<file path="config.mk">
export PLATFORM = sky130hd
export DESIGN_NAME = serial_compare_ctrl_flat
export DESIGN_NICKNAME = d
export VERILOG_FILES = /design/src/rtl/serial_compare_ctrl_if.sv /design/src/rtl/serial_compare_ctrl.sv /design/src/flat_wrapper.sv
export SDC_FILE = /design/constraint.sdc
export NUM_CORES = 1
export LEC_CHECK = 0
export CORE_ASPECT_RATIO = 0.7
export CORE_MARGIN = 8
export CORE_UTILIZATION = 50
export DETAILED_ROUTE_END_ITERATION = 16
export PLACE_DENSITY = 0.78
export SYNTH_ARGS = -nofsm -noshare
export SYNTH_HDL_FRONTEND = slang
export SYNTH_SLANG_ARGS = --single-unit
export TNS_END_PERCENT = 10
</file>
<file path="constraint.sdc">
create_clock -name clk -period 2.3 [get_ports clk]
set_clock_uncertainty 0.2 [all_clocks]
set_input_delay 0.46 -clock clk [delete_from_list [all_inputs] [get_ports clk]]
set_output_delay 0.46 -clock clk [all_outputs]
set_load 0.02 [all_outputs]
</file>
<file path="src/rtl/serial_compare_ctrl_if.sv">
// Start/done handshake and operand/result bundle for the serial comparator.
interface serial_compare_ctrl_if #(parameter int SIZE = 8);
  logic            start;
  logic [SIZE-1:0] A;
  logic [SIZE-1:0] B;
  logic            busy;
  logic            done;
  logic            EQ;
  logic            LT;
  logic            GT;

  modport master (output start, A, B, input busy, done, EQ, LT, GT);
  modport slave  (input start, A, B, output busy, done, EQ, LT, GT);
endinterface

</file>
<file path="src/rtl/serial_compare_ctrl.sv">
// Unsigned SIZE-bit magnitude comparator that walks the operands two bits per
// clock, MSB pair first, and stops at the first differing pair.
module serial_compare_ctrl #(
  parameter int SIZE = 8
) (
  input logic                  clk,
  input logic                  rst,
  serial_compare_ctrl_if.slave bus
);
  localparam int NP = SIZE / 2;
  localparam int CW = $clog2(NP) + 1;

  if (SIZE < 2 || (SIZE % 2) != 0) begin : g_bad_size
    $error("serial_compare_ctrl: SIZE must be even and >= 2");
  end

  typedef enum logic [1:0] {IDLE, CMP, DONE} state_t;

  state_t          state, state_nx;
  logic [SIZE-1:0] sh_a, sh_b;
  logic [CW-1:0]   cnt;
  logic [1:0]      pa, pb;
  logic            last, load, step, finish;

  assign pa   = sh_a[SIZE-1 -: 2];
  assign pb   = sh_b[SIZE-1 -: 2];
  assign last = (cnt == CW'(1));

  always_ff @(posedge clk) begin
    if (rst) state <= IDLE;
    else     state <= state_nx;
  end

  always_comb begin
    state_nx = state;
    load     = 1'b0;
    step     = 1'b0;
    finish   = 1'b0;
    unique case (state)
      IDLE: begin
        if (bus.start) begin
          state_nx = CMP;
          load     = 1'b1;
        end
      end
      CMP: begin
        // A differing pair decides the result; lower pairs are never looked at.
        if (pa != pb || last) begin
          state_nx = DONE;
          finish   = 1'b1;
        end else begin
          step     = 1'b1;
        end
      end
      DONE: begin
        if (bus.start) begin
          state_nx = CMP;
          load     = 1'b1;
        end else begin
          state_nx = IDLE;
        end
      end
      default: state_nx = IDLE;
    endcase
  end

  always_ff @(posedge clk) begin
    if (rst) begin
      sh_a     <= '0;
      sh_b     <= '0;
      cnt      <= '0;
      bus.busy <= 1'b0;
      bus.done <= 1'b0;
      bus.EQ   <= 1'b0;
      bus.LT   <= 1'b0;
      bus.GT   <= 1'b0;
    end else begin
      // Status flags are decoded from the next state so they line up with it.
      bus.busy <= (state_nx == CMP);
      bus.done <= (state_nx == DONE);
      if (load) begin
        sh_a <= bus.A;
        sh_b <= bus.B;
        cnt  <= CW'(NP);
      end else if (step) begin
        sh_a <= sh_a << 2;
        sh_b <= sh_b << 2;
        cnt  <= cnt - CW'(1);
      end
      if (finish) begin
        bus.EQ <= (pa == pb);
        bus.LT <= (pa <  pb);
        bus.GT <= (pa >  pb);
      end
    end
  end
endmodule
</file>
<file path="src/flat_wrapper.sv">
// flat-port wrapper written by rule: the top's interface ports become plain ports
module serial_compare_ctrl_flat 
#(
  parameter int SIZE = 8
)
  (clk, rst, bus_start, bus_A, bus_B, bus_busy, bus_done, bus_EQ, bus_LT, bus_GT);
  serial_compare_ctrl_if #(.SIZE(SIZE)) bus_i ();
  input logic clk;
  input logic rst;
  input wire logic [$bits(bus_i.start)-1:0] bus_start;
  input wire logic [$bits(bus_i.A)-1:0] bus_A;
  input wire logic [$bits(bus_i.B)-1:0] bus_B;
  output wire logic [$bits(bus_i.busy)-1:0] bus_busy;
  output wire logic [$bits(bus_i.done)-1:0] bus_done;
  output wire logic [$bits(bus_i.EQ)-1:0] bus_EQ;
  output wire logic [$bits(bus_i.LT)-1:0] bus_LT;
  output wire logic [$bits(bus_i.GT)-1:0] bus_GT;
  assign bus_i.start = bus_start;
  assign bus_i.A = bus_A;
  assign bus_i.B = bus_B;
  assign bus_busy = bus_i.busy;
  assign bus_done = bus_i.done;
  assign bus_EQ = bus_i.EQ;
  assign bus_LT = bus_i.LT;
  assign bus_GT = bus_i.GT;
  serial_compare_ctrl #(.SIZE(SIZE)) u_core (.clk(clk), .rst(rst), .bus(bus_i));
endmodule
</file>
; ---- Yosys cells after proc, flatten, opt, wreduce, memory -nomap -nowiden
; Index checks and enable logic that the tools add are counted.
[op_classes]
addsub = 1
multipliers = 0
div = 0
n_lt_le_gt_ge = 2
n_eq_ne = 7
n_shift = 0
n_mux = 16
bitwise_logic = 0
reduce_logical = 5
[ops]
columns = operator, count
row1 = 8-bit two-way mux, 4
row2 = 1-bit two-way mux, 7
row3 = 3-bit two-way mux, 2
row4 = 2-bit case mux with 3 select lines, 1
row5 = 2-bit by 1-bit equality test with 1-bit output (second input constant), 2
row6 = 2-bit equality test (second input constant), 2
row7 = 2-bit two-way mux, 2
row8 = 2-bit OR reduction, 2
row9 = 3-bit by 1-bit equality test with 1-bit output (second input constant), 1
row10 = 3-bit by 1-bit subtractor with 3-bit output (second input constant), 1
row11 = 2-bit equality test, 1
row12 = 2-bit > comparator, 1
row13 = 2-bit logical NOT, 1
row14 = 2-bit less-than comparator, 1
row15 = 2-bit != test, 1
row16 = 2-bit nonzero test, 1
row17 = 1-bit logical OR, 1
[totals]
regBits = 26
latchBits = 0
ram_bits = 0
rom_bits = 0
inputBits = 19
out_inout_bits = 5
elab_cells = 41
mem_count = 0

; ---- Depth between registers and ports, before layout
; Gate-level depths: netlist of run 1.
[logic_depth]
ltp_word = 6
depth_mapped = 8
mapped_depth_nobuf = 6

; ---- Worst setup path after synthesis of run 1
; Ideal clock, no wire load.
[synth_timing]
kind = reg2reg
start = register u_core.sh_b[7]
end = register u_core.sh_a[7]
setup_ps = 144
arrival_time_ps = 1489
required_ps = 1956
slack_ps = 466
path_stages_with_launch = 9
n_path_buf = 2
synth_period_minus_slack_ps = 1834
cell_sequence = dfxtp_1 inv_1 ha_1 and4b_1 and2_1 buf_6 buf_12 a21oi_2 a211oi_2
[synth_between]
elab_chain_len = 5
[synth_rtl]
columns = element, line
row1 = from (decl), serial_compare_ctrl.sv:20  ; logic [SIZE-1:0] sh_a, sh_b;
row2 = from (signal assigned), serial_compare_ctrl.sv:83  ; sh_b <= bus.B;
row3 = from (signal assigned), serial_compare_ctrl.sv:87  ; sh_b <= sh_b << 2;
row4 = 2-bit != test, serial_compare_ctrl.sv:48  ; if (pa != pb || last) begin
row5 = 1-bit logical OR, serial_compare_ctrl.sv:48
row6 = 1-bit two-way mux, serial_compare_ctrl.sv:48
row7 = 1-bit two-way mux, serial_compare_ctrl.sv:39  ; unique case (state)
row8 = 2-bit nonzero test (no line), n/a
row9 = to (signal assigned), serial_compare_ctrl.sv:82  ; sh_a <= bus.A;
row10 = to (signal assigned), serial_compare_ctrl.sv:86  ; sh_a <= sh_a << 2;
row11 = to (decl), serial_compare_ctrl.sv:20
; No other way between the ends.
; A chain may end at the register's enable or synchronous reset.

; ---- Worst setup path after layout of run 1
[layout_timing]
start = register u_core.sh_b[7]
end = register u_core.sh_a[3]
; The elaborated chain is that of the path after synthesis.

==> out/qor.txt, run 1 <==
overflow left after global routing: 0
average vias per placed instance: 5.021
maximum level of the CTS H-tree: 1
outcome: complete, no violations
floorplan die area: 4282 um2
number of vias after detailed routing: 949
final critical-path share of the clock period: 87.62%
pin count of the biggest net entering global routing: 27
number of antenna violations at the first check in global routing: 0
DP HPWL: 1719 um
cell depth of the worst hold path: 2
flip-flop and latch count after synthesis: 26
Slowest Stage Delay on Critical Path: 0.45 ns
critical path launch point type: flop
CTS clock-pin slew for the worst setup and hold paths: 0.14 ns
layout cells sized above 1: 18.71%
post-cts resize count: 0
crit path capture type: flop
violation count after the first detailed-route iteration: 104
number of optimization iterations in the first detailed-route pass: 3
r2r startpoint: u_core.sh_b[7]
most common cell after layout, fill and taps aside: dfxtp_1
cell count of the worst reg-to-reg path: 6
total routing resource utilization after global routing: 12.93%
total detailed-routing wirelength: 2453 um
wire length per cell after detailed routing: 12.98 um
cells along the critical path: inv_1, ha_1, and4b_1, nand2_1, nand2_1, a211oi_1
cell with the most instances on the worst path: nand2_1
unrepaired setup endpoints after global routing: false
Inserted Clock Buffers: 3
Top Family by Delay on Critical Path: simple AND/OR/NAND/NOR gates
routability-driven placement congestion ratio: 0.7720
number of hold violations in the final report: 0
final instance area: 1485 um2
top cells by area, synth: dfxtp_1 43%, a211oi_2 9.3%, a21oi_2 6.5%
number of remaining DRC errors: 0
via count of the first global-routing pass: 991
first element of the critical path: u_core.sh_b[7]
area leader, netlist: dfxtp_1
Synth Instances: 134
Horiz. Die Dim: 74.86 um
synthesized net count: 157
Arrival @ worst endpoint: 2.05 ns
global-route wire length before repair: 4381 um
count of cell instances traversed by the critical path: 6
Worst Hold Class: flop to flop
Buffers on Ports: 23
origin of the worst min-delay path: u_core.sh_a[2]
initial core utilization: 50.87%
overall power after layout: 0.9786 mW
Layout Area Growth over Synthesis: 22.50%
ratio of total power to cell area: 658.9 nW/um2
max frequency: 0.4962 GHz
number of pins with negative max-slew slack in the final report: 0
slack of the worst reg-to-reg path: 0.28 ns
cell area after technology mapping: 1212 um2
net total in the final layout: 179
CTS Sinks: 26
share of Yosys cell area claimed by the top area cell type: 42.93%
Avg Cell Area, Syn: 9.048 um2
most frequent cells in the layout: 26 x dfxtp_1, 23 x clkdlybuf4s50_1, 19 x nand2_1
number of nets with antenna violations after detailed routing: 0
Synth Warn #: 0
clk_lat worst skew: 0.32 ns
count of standard-cell rows: 15
endpoint of the worst hold path: u_core.sh_a[2]
CP Class: flop to flop
leakage power of the design: 0.5459 nW
vertical die dimension: 57.20 um
utilization after layout: 62.31%
cell area after placement: 1449 um2
cell at the slowest stage of the critical path: nand2_1
placeable core area: 2384 um2
largest fanout on the critical path: 18
Cells after DPL: 185
Worst Tran Pin Value: 0.5859 ns
time the final worst path needs with I/O delays and setup: 2.015 ns
setup TNS after final layout: 0 ns
# Max-Cap Violations: 0
distinct cell type count after synthesis: 28
setup bufs post-CTS: 0
Max transition margin: 60.84%
Cell Count, Final, Fillers Out: 189
reg-to-reg critical path endpoint: u_core.sh_a[3]
number of hold buffers added after cts: 0
sequential fraction of the synthesis area: 42.93%
Root Buffer Master: clkbuf_4
clock tree from TritonCTS: built
Critical Path RT: 2.34 ns
Ant. Diodes: 0
number of primary I/O pins: 24
maximum clock insertion buffer count: 2
final-report setup violation count: 0
sum of buffers and inverters on the critical path: 1
highest ir drop seen on vdd: 0.3219 mV
## metal layers
layer  share of wire, %  track usage (%)  routed length, um
met5                  0                0                  0
met2                 47            20.64               1155
met1                 47            14.66               1141
met3                5.7            5.769                139
met4               0.69            4.722                 17
## synth_stat cells
master	number
a2111oi_2	1
a211oi_1	4
a211oi_2	9
a21o_1	1
a21oi_1	11
a21oi_2	9
a22oi_1	1
a31o_2	1
a31oi_1	1
and2_1	1
and4b_1	1
buf_1	3
buf_12	1
buf_2	4
buf_6	1
clkbuf_1	1
dfxtp_1	26
ha_1	4
inv_1	6
mux2i_1	1
nand2_1	19
nand2b_1	3
nand3_1	4
nor2_1	17
nor2b_1	1
nor3_2	1
or3_1	1
xnor2_1	1
## worst reg2reg max path, stage by stage (launching register included)
cell and delay (ns):
dfxtp_1 0.35, inv_1 0.04, ha_1 0.34, and4b_1 0.21, nand2_1 0.45, nand2_1 0.11, a211oi_1 0.23
## where the power goes
group	internal [mW]	switching [mW]	total (mW)
clock network	0.0969	0.134	0.231
logic	0.110	0.123	0.233
registers	0.491	0.0240	0.515
total	0.697	0.281	0.979
## layout make-up
| cell class | count | area (um2) |
|---|---|---|
| flip-flops and latches | 26 | 520.5 |
| multi-input cells | 92 | 603.1 |
| well taps | 34 | 42.54 |
| clock buffers | 4 | 36.28 |
| fillers | 209 | 898.4 |
| repair buffers | 27 | 260.3 |
| inverters | 6 | 22.52 |
## sequential cells by signal, summed over array words and instances (netlist names)
| signal | flops |
|---|---|
| u_core.bus.busy | 1 |
| u_core.sh_a | 8 |
| u_core.cnt | 3 |
| u_core.state | 2 |
| u_core.bus.LT | 1 |
| u_core.bus.done | 1 |
| u_core.sh_b | 8 |
| u_core.bus.GT | 1 |
| u_core.bus.EQ | 1 |
## cell families after synthesis
| logic type | Yosys count | share of synthesized area, % |
|---|---|---|
| compound gates | 38 | 26.52 |
| xor+xnor | 1 | 0.7225 |
| fa+ha+maj | 4 | 4.128 |
| buf+inv | 16 | 7.327 |
| flops | 26 | 42.93 |
| mux | 1 | 0.8256 |
| simple gates | 48 | 17.55 |
## through the flow
step | setup WS, ns | hold WS, ns
floorplan | 0.4664 | 0.2373
global placement | 0.3434 | 0.2435
detailed placement | 0.3353 | 0.2604
CTS | 0.2813 | 0.2786
global route | 0.1093 | 0.3032
finish | 0.2848 | 0.2797
## how the worst max path moves through the flow
stage	to	slack (ns)
floorplan	u_core.sh_a[7]	0.47
global placement	u_core.sh_b[7]	0.34
detailed placement	u_core.sh_b[6]	0.34
CTS	u_core.sh_a[3]	0.28
global route	u_core.sh_a[5]	0.11
finish	u_core.sh_a[3]	0.28
Power figures use the tool's default switching activity.
==> run 2: changes to the inputs <==
--- a/config.mk
+++ b/config.mk
@@ -5,6 +5,7 @@
 export SDC_FILE = /design/constraint.sdc
 export NUM_CORES = 1
 export LEC_CHECK = 0
+export ABC_AREA = 1
 export CORE_ASPECT_RATIO = 0.7
 export CORE_MARGIN = 8
 export CORE_UTILIZATION = 50
==> run 2 against run 1 <==
  * Synthesized cell count increased by 28%
  * Via count rose by 18%
  * Critical path depth down 5
  * Sequential power down 2%
  * Clock-buffer cell count down 1
==> out/qor.txt, run 2 <==
number of hold buffers added after cts: 0
number of pins with negative max-slew slack in the final report: 0
CP Class: flop to output pin
overflow left after global routing: 0
Max transition margin: 80.23%
total detailed-routing wirelength: 2584 um
most common cell after layout, fill and taps aside: nand2_1
largest fanout on the critical path: 2
final critical-path share of the clock period: 84.56%
Slowest Stage Delay on Critical Path: 0.61 ns
number of vias after detailed routing: 1120
Arrival @ worst endpoint: 1.28 ns
Buffers on Ports: 23
distinct cell type count after synthesis: 19
total area of multi-input combinational cells: 588.1 um2
count of standard-cell rows: 15
setup TNS after final layout: 0 ns
highest ir drop seen on vdd: 0.4086 mV
routability-driven placement congestion ratio: 0.8502
Worst Tran Pin Value: 0.2955 ns
Top Family by Delay on Critical Path: buffers and inverters
number of nets with antenna violations after detailed routing: 0
global routing met3 resource utilization: 4.021%
cell area after technology mapping: 1216 um2
post-cts resize count: 0
DP HPWL: 1905 um
number of optimization iterations in the first detailed-route pass: 5
CTS Sinks: 26
Synth Warn #: 0
share of Yosys cell area claimed by the top area cell type: 42.80%
registers with the highest flip-flop counts: u_core.sh_a: 8 flops, u_core.sh_b: 8 flops, u_core.cnt: 3 flops
leakage power of the design: 0.6471 nW
vertical die dimension: 57.27 um
share of flip-flops with an asynchronous set or reset after synthesis: 0%
utilization after layout: 63.15%
layout cells sized above 1: 8.290%
number of hold violations in the final report: 0
initial core utilization: 51.02%
max frequency: 0.5142 GHz
CTS clock-pin slew for the worst setup and hold paths: 0.13 ns
sequential fraction of the synthesis area: 42.80%
M2 GR Usage: 21.50%
Cell Count, Final, Fillers Out: 227
most common library cells after synthesis: 62 x nand2_1, 26 x dfxtp_1, 21 x a21oi_1, 21 x nand3_1, 9 x inv_1
synthesized net count: 195
GR peak layer: met2
Inserted Clock Buffers: 3
Critical Path RT: 1.64 ns
# Max-Cap Violations: 0
wire length per cell after detailed routing: 11.38 um
Ant. Diodes: 0
area leader, netlist: dfxtp_1
FILL cells: 244
worst hold slack: 0.2707 ns
pin count of the biggest net entering global routing: 22
commonest register cell after synthesis: dfxtp_1
net total in the final layout: 217
final-report setup violation count: 0
met1 GRT Util: 14.56%
clock tree from TritonCTS: built
clk_lat worst skew: 0.33 ns
average vias per placed instance: 4.934
Synth Instances: 172
maximum clock insertion buffer count: 2
most common cell in the netlist: nand2_1
time the final worst path needs with I/O delays and setup: 1.945 ns
setup bufs post-CTS: 0
flip-flop and latch count after synthesis: 26
via count of the first global-routing pass: 1017
ratio of total power to cell area: 709.2 nW/um2
unrepaired setup endpoints after global routing: false
number of antenna violations at the first check in global routing: 0
Worst Hold Class: flop to flop
sum of buffers and inverters on the critical path: 1
total routing resource utilization after global routing: 12.54%
area occupied by registers: 520.5 um2
placeable core area: 2384 um2
critical path launch point type: flop
top cells by area, synth: dfxtp_1 43%, nand2_1 19%, a21oi_1 8.6%
cell at the slowest stage of the critical path: clkdlybuf4s50_1
cells along the critical path: clkdlybuf4s50_1
Horiz. Die Dim: 74.95 um
Root Buffer Master: clkbuf_4
Cells after DPL: 223
floorplan die area: 4292 um2
violation count after the first detailed-route iteration: 51
number of primary I/O pins: 24
outcome: complete, no violations
number of flops mapped to enable cells by yosys: 0
most frequent cells in the layout: 62 x nand2_1, 26 x dfxtp_1, 23 x clkdlybuf4s50_1
crit path capture type: output pin
global-route wire length before repair: 4291 um
number of remaining DRC errors: 0
Layout Area Growth over Synthesis: 23.77%
Avg Cell Area, Syn: 7.071 um2
maximum level of the CTS H-tree: 1
==> run 2: cell types whose count changed after synthesis, moves of 4 or more <==
cell      previous run  this run
a21oi_2              9         0
nand3_1              4        21
nand2_1             19        62
buf_4                0         4
nor2_1              17         6
a211oi_2             9         0
a21oi_1             11        21
a211oi_1             4         0
inv_2                0         4
==> run 2: path summary, 6_finish.rpt <==
check / endpoint / startpoint / slack (ns) / cells past startpoint
setup / recovery: bus_LT / u_core.bus.LT / 0.36 / 1
hold / removal: u_core.bus.GT / u_core.bus.GT / 0.27 / 2
setup reg to reg: u_core.sh_a[2] / u_core.sh_b[7] / 0.38 / 9
hold reg to reg: u_core.bus.GT / u_core.bus.GT / 0.27 / 2
==> run 2: stage by stage <==
stage,setup slack (ns),area (um2),power [mW]
global route,0.1679,1505,1.127
detailed placement,0.2860,1453,0.7627
finish,0.3552,1505,1.068
global placement,0.3119,1453,0.7543
floorplan,0.6792,1216,0.6941
CTS,0.3456,1505,1.072
==> run 2: metal layers <==
metal | up-vias | share of wire, %
met1 | 494 | 47
met2 | 33 | 47
met5 | - | 0
met4 | 0 | 1.2
met3 | 4 | 4.7
li1 | 589 | -
==> run 2: cell type report <==
cell class / instances / share of cell area (%)
Multi-Input combinational cell: 124 / 39.07
Timing Repair Buffer: 26 / 16.79
Clock inverter: 1 / 1.995
Inverter: 13 / 3.242
Sequential cell: 26 / 34.58
Clock buffer: 3 / 1.496
Tap cell: 34 / 2.826
==> run 2: kinds of logic after synthesis <==
kind of cell             share of synthesized area, %
AO/OA/AOI/OAI                                   10.29
adder cells (fa/ha/maj)                         4.115
buffers and inverters                           8.847
flip-flops                                      42.80
AND/OR/NAND/NOR                                 33.95
==> run 2: power by group <==
| part | switching, mW | internal [mW] | total (mW) |
|---|---|---|---|
| sequential | 0.0198 | 0.487 | 0.507 |
| clock | 0.137 | 0.176 | 0.314 |
| combinational | 0.145 | 0.102 | 0.247 |
==> run 3: changes to the inputs <==
==> constraint.sdc (replaced) <==
create_clock -name clk -period 1.8 [get_ports clk]
set_clock_uncertainty 0.2 [all_clocks]
set_input_delay 0.36 -clock clk [delete_from_list [all_inputs] [get_ports clk]]
set_output_delay 0.36 -clock clk [all_outputs]
set_load 0.02 [all_outputs]
==> run 3 against run 2 <==
  * Setup slack got worse by 0.23 ns
  * Hold slack got worse by 0.0018 ns
  * Global-route usage rose by 0.86 points
  * Flip-flop and latch count did not move
  * Non-clock buffer count rose by 8
  * Design area rose by 5.5%
  * Utilization rose by 3.5 points
  * Largest power group unchanged
  * Highest routed layer unchanged
==> out/qor.txt, run 3 (same netlist as run 2, synthesis figures left out) <==
Inserted Clock Buffers: 3
highest ir drop seen on vdd: 0.4941 mV
outcome: complete, no violations
registers with the highest flip-flop counts: u_core.sh_a: 8 flops, u_core.sh_b: 8 flops, u_core.cnt: 3 flops
number of vias after detailed routing: 1162
number of hold violations in the final report: 0
number of antenna violations at the first check in global routing: 0
leakage power of the design: 0.7103 nW
Max transition margin: 81.45%
final-report setup violation count: 0
most common cell after layout, fill and taps aside: nand2_1
average vias per placed instance: 4.945
CTS clock-pin slew for the worst setup and hold paths: 0.14 ns
largest fanout on the critical path: 5
Layout Area Growth over Synthesis: 30.56%
routability-driven placement congestion ratio: 0.8241
maximum level of the CTS H-tree: 1
number of remaining DRC errors: 0
overflow left after global routing: 0
total detailed-routing wirelength: 2740 um
setup TNS after final layout: 0 ns
# Max-Cap Violations: 0
Buffers on Ports: 23
dpl ws: 0.02740 ns
maximum clock insertion buffer count: 2
most frequent cells in the layout: 61 x nand2_1, 24 x dfxtp_1, 21 x nand3_1, 21 x a21oi_1, 18 x clkdlybuf4s50_1
critical path launch point type: flop
Horiz. Die Dim: 74.95 um
utilization after layout: 66.61%
Ant. Diodes: 0
clock tree from TritonCTS: built
initial core utilization: 51.02%
global-route wire length before repair: 4512 um
clk_lat worst skew: 0.32 ns
max frequency: 0.5968 GHz
number of primary I/O pins: 24
worst hold slack: 0.2688 ns
CP Class: flop to flop
time the final worst path needs with I/O delays and setup: 1.676 ns
Arrival @ worst endpoint: 1.74 ns
layout cells sized above 1: 13.93%
floorplan die area: 4292 um2
CTS Sinks: 26
count of standard-cell rows: 15
Root Buffer Master: clkbuf_4
DP HPWL: 2013 um
overall power after layout: 1.425 mW
crit path capture type: flop
pin count of the biggest net entering global routing: 22
final critical-path share of the clock period: 93.09%
ratio of total power to cell area: 897.5 nW/um2
Critical Path RT: 1.87 ns
placeable core area: 2384 um2
number of nets with antenna violations after detailed routing: 0
via count of the first global-routing pass: 1031
vertical die dimension: 57.27 um
net total in the final layout: 225
wire length per cell after detailed routing: 11.66 um
violation count after the first detailed-route iteration: 41
Worst Hold Class: flop to flop
post-route worst setup slack: 0.1244 ns
number of pins with negative max-slew slack in the final report: 0
Worst Tran Pin Value: 0.2778 ns
number of optimization iterations in the first detailed-route pass: 4
total routing resource utilization after global routing: 13.40%
==> run 3: layout make-up <==
class,instances,area [um2]
timing repair buffer,34,310.3
clock buffer,3,22.52
fill,230,795.8
multi-input combinational,124,610.6
sequential,26,523.0
inverter,13,48.80
tap,34,42.54
clock inverter,1,30.03
==> run 3: power breakdown <==
group          switching [mW]  internal (mW)
clock network           0.179          0.225
registers              0.0257          0.623
logic                   0.205          0.166
total                   0.410           1.02
==> run 3: path summary, 6_finish.rpt <==
kind / startpoint / end / slack (ns) / depth (start not counted)
min reg2reg: u_core.bus.GT / u_core.bus.GT / 0.27 / 2
max: u_core.sh_b[7] / u_core.cnt[1] / 0.12 / 8
max reg2reg: u_core.sh_b[7] / u_core.cnt[1] / 0.12 / 8
min: u_core.bus.GT / u_core.bus.GT / 0.27 / 2
==> run 3: timing repair <==
action	CTS	global route
endpoints found under the setup margin	5	3
pin swaps	0	1
setup buffers	0	3
hold buffers	0	0
gates resized for setup	5	6
==> run 3: metrics by stage <==
step | area, um2 | std cells
2_1_floorplan | 1216 | 172
3_3_place_gp | 1490 | 228
3_5_place_dp | 1490 | 228
4_1_cts | 1536 | 232
5_1_grt | 1588 | 235
6_report | 1588 | 235
==> run 3: critical path: stages (launching register included) <==
cell and delay (ns):
dfxtp_2 0.35, inv_1 0.06, ha_4 0.26, nand2_1 0.08
inv_2 0.09, nand3_4 0.09, buf_6 0.14, or2_0 0.20
a21oi_1 0.14
==> run 3: layer usage <==
| metal | wire length [um] | global-route usage (%) | part of all wire [%] |
|---|---|---|---|
| met1 | 1287 | 15.30 | 47 |
| met2 | 1334 | 22.36 | 49 |
| met3 | 98 | 4.545 | 3.6 |
| met4 | 21 | 4.722 | 0.77 |
| met5 | 0 | 0 | 0 |
